<file path="src/rtl/if_fetch_if.sv">
// Bundle of the fetch stage's two handshakes: the valid/allowin link to ID
// and the single-outstanding request/response link to instruction memory.
// The master modport is the fetch stage; the slave modport is its environment.
interface if_fetch_if;
    // IF -> ID handover
    logic        id_allowin_in;
    logic [31:0] id_nextPC_in;
    logic        if_valid_out;
    logic [31:0] if_PC_out;
    logic [31:0] if_NPC_out;
    logic [31:0] if_NNPC_out;
    logic [31:0] if_Instruct_out;
    logic [31:0] if_NPC_fast_out;
    // IF -> instruction memory
    logic        inst_req;
    logic [31:0] inst_addr;
    logic        inst_addr_ok;
    logic        inst_data_ok;
    logic [31:0] inst_rdata;

    modport master (
        input  id_allowin_in, id_nextPC_in,
        output if_valid_out, if_PC_out, if_NPC_out, if_NNPC_out,
        output if_Instruct_out, if_NPC_fast_out,
        output inst_req, inst_addr,
        input  inst_addr_ok, inst_data_ok, inst_rdata
    );

    modport slave (
        output id_allowin_in, id_nextPC_in,
        input  if_valid_out, if_PC_out, if_NPC_out, if_NNPC_out,
        input  if_Instruct_out, if_NPC_fast_out,
        input  inst_req, inst_addr,
        output inst_addr_ok, inst_data_ok, inst_rdata
    );
endinterface

</file>
<file path="src/rtl/if_fetch.sv">
// Instruction-fetch stage. Holds the fetch PC, issues exactly one memory
// request at a time, buffers the returned word and hands {PC, NPC, NNPC,
// instruction} to ID. The PC only moves on a completed IF->ID handshake,
// where ID supplies the next fetch address (branch target or PC+4).
module if_fetch #(
    parameter logic [31:0] RESET_PC = 32'hBFC0_0000
) (
    input  logic      clk,
    input  logic      rst,
    if_fetch_if.master bus
);

    typedef enum logic [1:0] {
        ST_IDLE,
        ST_REQ,
        ST_WAIT,
        ST_VALID
    } state_t;

    state_t      r_state;
    logic [31:0] r_pc;
    logic [31:0] r_npc;
    logic [31:0] r_nnpc;
    logic [31:0] r_instr;
    logic        r_valid;
    logic        r_req;

    // ID takes the buffered instruction; only meaningful while r_valid is set,
    // so if_valid_out itself never depends on id_allowin_in.
    logic        w_handshake;
    logic [31:0] w_next_pc;

    assign w_handshake = r_valid & bus.id_allowin_in;
    assign w_next_pc   = bus.id_nextPC_in;

    // Fetch sequencer: request, wait for data, hold for ID, advance PC on handover.
    always_ff @(posedge clk) begin
        // NOTE: every register here is assigned with <= so all of them update
        // from the same pre-edge values; a blocking = would let later lines
        // see this cycle's new state and silently change the behaviour.
        if (rst) begin
            r_state <= ST_IDLE;
            r_pc    <= RESET_PC;
            r_npc   <= RESET_PC + 32'd4;
            r_nnpc  <= RESET_PC + 32'd8;
            r_instr <= '0;
            r_valid <= 1'b0;
            r_req   <= 1'b0;
        end else begin
            case (r_state)
                ST_IDLE: begin
                    r_state <= ST_REQ;
                    r_req   <= 1'b1;
                end
                ST_REQ: begin
                    // Address and request stay untouched until memory accepts.
                    if (bus.inst_addr_ok) begin
                        r_req <= 1'b0;
                        if (bus.inst_data_ok) begin
                            r_instr <= bus.inst_rdata;
                            r_valid <= 1'b1;
                            r_state <= ST_VALID;
                        end else begin
                            r_state <= ST_WAIT;
                        end
                    end
                end
                ST_WAIT: begin
                    if (bus.inst_data_ok) begin
                        r_instr <= bus.inst_rdata;
                        r_valid <= 1'b1;
                        r_state <= ST_VALID;
                    end
                end
                ST_VALID: begin
                    // A stalled ID keeps the delay-slot instruction parked here.
                    if (w_handshake) begin
                        r_pc    <= w_next_pc;
                        r_npc   <= w_next_pc + 32'd4;
                        r_nnpc  <= w_next_pc + 32'd8;
                        r_valid <= 1'b0;
                        r_req   <= 1'b1;
                        r_state <= ST_REQ;
                    end
                end
                default: begin
                    r_state <= ST_IDLE;
                    r_valid <= 1'b0;
                    r_req   <= 1'b0;
                end
            endcase
        end
    end

    assign bus.if_valid_out    = r_valid;
    assign bus.if_PC_out       = r_pc;
    assign bus.if_NPC_out      = r_npc;
    assign bus.if_NNPC_out     = r_nnpc;
    assign bus.if_Instruct_out = r_instr;
    assign bus.if_NPC_fast_out = r_pc + 32'd4;
    assign bus.inst_req        = r_req;
    assign bus.inst_addr       = r_pc;

endmodule

</file>
<file path="src/flat_wrapper.sv">
// flat-port wrapper written by rule: the top's interface ports become plain ports
module if_fetch_flat 
#(
    parameter logic [31:0] RESET_PC = 32'hBFC0_0000
)
  (clk, rst, bus_id_allowin_in, bus_id_nextPC_in, bus_if_valid_out, bus_if_PC_out, bus_if_NPC_out, bus_if_NNPC_out, bus_if_Instruct_out, bus_if_NPC_fast_out, bus_inst_req, bus_inst_addr, bus_inst_addr_ok, bus_inst_data_ok, bus_inst_rdata);
  if_fetch_if bus_i ();
  input  logic clk;
  input  logic rst;
  input wire logic [$bits(bus_i.id_allowin_in)-1:0] bus_id_allowin_in;
  input wire logic [$bits(bus_i.id_nextPC_in)-1:0] bus_id_nextPC_in;
  output wire logic [$bits(bus_i.if_valid_out)-1:0] bus_if_valid_out;
  output wire logic [$bits(bus_i.if_PC_out)-1:0] bus_if_PC_out;
  output wire logic [$bits(bus_i.if_NPC_out)-1:0] bus_if_NPC_out;
  output wire logic [$bits(bus_i.if_NNPC_out)-1:0] bus_if_NNPC_out;
  output wire logic [$bits(bus_i.if_Instruct_out)-1:0] bus_if_Instruct_out;
  output wire logic [$bits(bus_i.if_NPC_fast_out)-1:0] bus_if_NPC_fast_out;
  output wire logic [$bits(bus_i.inst_req)-1:0] bus_inst_req;
  output wire logic [$bits(bus_i.inst_addr)-1:0] bus_inst_addr;
  input wire logic [$bits(bus_i.inst_addr_ok)-1:0] bus_inst_addr_ok;
  input wire logic [$bits(bus_i.inst_data_ok)-1:0] bus_inst_data_ok;
  input wire logic [$bits(bus_i.inst_rdata)-1:0] bus_inst_rdata;
  assign bus_i.id_allowin_in = bus_id_allowin_in;
  assign bus_i.id_nextPC_in = bus_id_nextPC_in;
  assign bus_if_valid_out = bus_i.if_valid_out;
  assign bus_if_PC_out = bus_i.if_PC_out;
  assign bus_if_NPC_out = bus_i.if_NPC_out;
  assign bus_if_NNPC_out = bus_i.if_NNPC_out;
  assign bus_if_Instruct_out = bus_i.if_Instruct_out;
  assign bus_if_NPC_fast_out = bus_i.if_NPC_fast_out;
  assign bus_inst_req = bus_i.inst_req;
  assign bus_inst_addr = bus_i.inst_addr;
  assign bus_i.inst_addr_ok = bus_inst_addr_ok;
  assign bus_i.inst_data_ok = bus_inst_data_ok;
  assign bus_i.inst_rdata = bus_inst_rdata;
  if_fetch #(.RESET_PC(RESET_PC)) u_core (.clk(clk), .rst(rst), .bus(bus_i));
endmodule
</file>
<file path="config.mk">
export PLATFORM = sky130hd
export DESIGN_NAME = if_fetch_flat
export DESIGN_NICKNAME = d
export VERILOG_FILES = /design/src/rtl/if_fetch_if.sv /design/src/rtl/if_fetch.sv /design/src/flat_wrapper.sv
export SDC_FILE = /design/constraint.sdc
export NUM_CORES = 1
export LEC_CHECK = 0
export BUFFER_PORTS_ARGS = -buffer_cell sky130_fd_sc_hd__buf_2
export CAP_MARGIN = 20
export CORE_UTILIZATION = 50
export CTS_BUF_LIST = sky130_fd_sc_hd__clkbuf_16
export DETAILED_ROUTE_END_ITERATION = 7
export PLACE_DENSITY = 0.82
export SYNTH_ARGS = -nofsm -noshare
export SYNTH_HDL_FRONTEND = slang
export SYNTH_SLANG_ARGS = --single-unit
</file>
<file path="constraint.sdc">
create_clock -name clk -period 3.5 [get_ports clk]
set_clock_uncertainty 0.05 [all_clocks]
set_input_delay 0.35 -clock clk [delete_from_list [all_inputs] [get_ports clk]]
set_output_delay 0.35 -clock clk [all_outputs]
set_load 0.03 [all_outputs]
</file>
==> out/metrics.yaml <==
synthesis.nets: 887
cts_tree: "done"
synthAdderAreaFrac_pct: 1.14
insertion_delay_ps: 420
yosysWarnings: 0
max_freq_mhz: 350
powerDensity_nw_per_um2: 514
worstPathRequired_ps: 3100
placed_area_um2: 7550
slew_violations: 0
layout-drive-gt1-share_pct: 31.4
crit_buf_inv: 1
cp_max_fo: 9
p_leak_uw: 0.00333
synth.avg_cell_area_um2: 8.08
startpoint: "u_core.bus.if_PC_out[7]"
design.core.area_um2: 12700
cts_made_buffers: 17
io-pin-count: 263
arrival_ps: 2460
cts_setup_buffers: 0
portBuffers: 262
synth_area_um2: 6560
gp_congestion: 0.860
grt_max_degree: 102
cpMostUsedCell: "nand4_1"
drtIter0Drc: 508
antenna_found_initial: 1
clkSlewWorstSetupHoldPaths_ps: 60
vdd_drop_max_uv: 406
crit_path_end_kind: "primary output"
yosysUniqueCellTypes: 48
rr_worst_depth: 5
cp_slowest_stage_delay_ps: 780
r2r-start: "u_core.r_state[1]"
grt.total_usage_pct: 27.3
synth_top_family_by_area: "simple AND/OR/NAND/NOR gates"
startpoint_type: "flip-flop"
grt_pass1_vias: 5718
nets: 1070
drc_errors: 0
yosysTopAreaCell: "dfxtp_1"
nFillCells: 1108
cts_resized: 0
rsz0062_at_grt: "no"
rows: 41
design_area_um2: 8170
synth_edf_count: 0
wl_um: 18600
async_flop_share_pct: 0
hold_start: "bus_inst_rdata[13]"
htree_levels: 4
wl_per_cell_um: 15.7
worst_pin_slew_ps: 1020
criticalPathCategory: "reg2out"
synthXorXnorAreaFrac_pct: 6.54
area.growth.synth_to_final_pct: 24.6
fp.dieH_um: 117
grt_pass1_wl_um: 28700
yosys_most_used_dff: "dfxtp_1"
viasPerCell: 5.54
synthTopCellsByArea: "dfxtp_1 (39%), nand2_1 (8.7%), a21oi_1 (5.3%), xnor2_1 (5.3%), buf_4 (4.8%)"
hold_path_depth: 3
detail-route-antenna-nets: 0
first_pass_iters: 6
syn_inst: 812
hpwl_um: 13000
max-slew-margin-rel_pct: 31.7
synth-compound-area-share_pct: 15.3
seq_area_frac_synth_pct: 38.8
holdBufCountCts: 0
cts_buffer_depth: 2
max_cap_viol_count: 0
layout_min_cycle_time_ps: 2860
outcome: "completed"
timing.setup.tns_ps: 0
ys_ff_latch: 127
synthMuxAreaShare_pct: 0.172
final-setup-viol-count: 0
grt_overflow: 0
die_width_um: 117
cp_slowest_cell: "nor4_2"
cp_top_family: "simple AND/OR/NAND/NOR gates"
hold_viol_final: 0
path_cells: "nand4_1 -> nor4_2 -> nand4_1 -> xnor2_1 -> buf_2"
fin_crit_sh_pct: 81.7
start_util_pct: 51.5
synth_top_area_share_pct: 38.8
cp_num_cells: 5
hold_path_class: "in2reg"
cts_sinks: 127
yosys.area_share.simple_pct: 28.8
cts-root-buf: "clkbuf_16"
dieArea_um2: 13600
vias: 6539
[worst paths after layout]
kind	endpoint	slack, ps
worst min register to register	u_core.bus.if_Instruct_out[26]	400
worst max-delay path	bus_if_NPC_fast_out[31]	640
worst min-delay path	u_core.bus.if_Instruct_out[13]	110
worst max register to register	u_core.bus.if_NNPC_out[8]	1050
[flip-flops by register name, indices dropped and copies added, names as in the netlist]
name	flops
u_core.bus.if_Instruct_out	32
u_core.bus.if_NNPC_out	32
u_core.bus.if_NPC_out	30
u_core.bus.if_PC_out	29
u_core.r_state	2
u_core.bus.if_valid_out	1
u_core.bus.inst_req	1
[area by class of cell]
cell class                      count  area (µm²)  area share (%)
Inverter                            5        18.8           0.230
Clock inverter                     15         186            2.28
Clock buffer                       17         425            5.21
Timing Repair Buffer              268        1360            16.6
Antenna cell                        1        2.50          0.0306
Multi-Input combinational cell    576        3420            41.9
Sequential cell                   127        2540            31.1
Tap cell                          172         215            2.63
[report_power, final]
part / internal, µW / switching [µW] / total [µW]
registers: 1540 / 63.6 / 1610
logic: 238 / 533 / 771
clock network: 1130 / 694 / 1820
total: 2910 / 1290 / 4200
[placed cells by master, fill, tap and decap left out, types with 4 or more instances in the layout]
master        n
a2111oi_0     4
a211oi_1     27
a21oi_1      70
a311oi_1     29
a31oi_1       6
and2_1        4
and3_1        7
and4_1        6
buf_2       261
buf_4         7
clkbuf_16    17
clkinv_4      4
clkinvlp_4    4
dfxtp_1     127
ha_1          6
inv_1         5
nand2_1     152
nand2b_1      6
nand3_1      17
nand3b_1     10
nand4_1      22
nor2_1       44
nor3_1       28
nor3b_1      13
nor4_1       13
o21ai_0       9
o31ai_1       4
or3_1        17
or4_1         7
xnor2_1      40
xor2_1        9
[cell usage after synthesis (10+ instances only)]
| master | n |
|---|---|
| nand3b_1 | 10 |
| buf_4 | 42 |
| a311oi_1 | 29 |
| nand4_1 | 22 |
| nor3_1 | 28 |
| a21oi_1 | 70 |
| a211oi_1 | 27 |
| dfxtp_1 | 127 |
| xnor2_1 | 40 |
| nand3_1 | 18 |
| nor3b_1 | 13 |
| or3_1 | 17 |
| nor2_1 | 44 |
| clkbuf_1 | 39 |
| nor4_1 | 13 |
| nand2_1 | 152 |
| buf_1 | 12 |
[per-layer routing]
layer | global-route usage, % | vias up | wire (µm)
met1 | 34.1 | 2993 | 7980
met2 | 43.7 | 289 | 8640
met5 | 0 | - | 0
met3 | 8.51 | 30 | 1620
met4 | 10.7 | 0 | 359
li1 | - | 3227 | -
[kinds of logic (layout without fill, tap and decap cells)]
family,after synthesis,count (layout)
mux,1,1
fa+ha+maj,6,6
xor+xnor,49,49
simple gates,365,365
flops,127,127
compound gates,155,155
buf+inv,109,305
other cells,0,1
[worst min-delay path, cell delays in order]
cell	delay, ps
buf_2	90
nand2_1	40
a21oi_1	50
[metrics by stage]
stage               hold slack, ps  util [%]  setup WS, ps  power (µW)  instances
floorplan                      424         -           692        2200        812
CTS                            100      64.2           587        4210       1180
global route                   105      64.2           440        4370       1181
detailed placement             393      59.4          1040        2400       1148
global placement               388      59.4          1100        2390       1148
finish                         107      64.2           641        4200       1181
No activity file was read; power rests on OpenSTA's default activity.
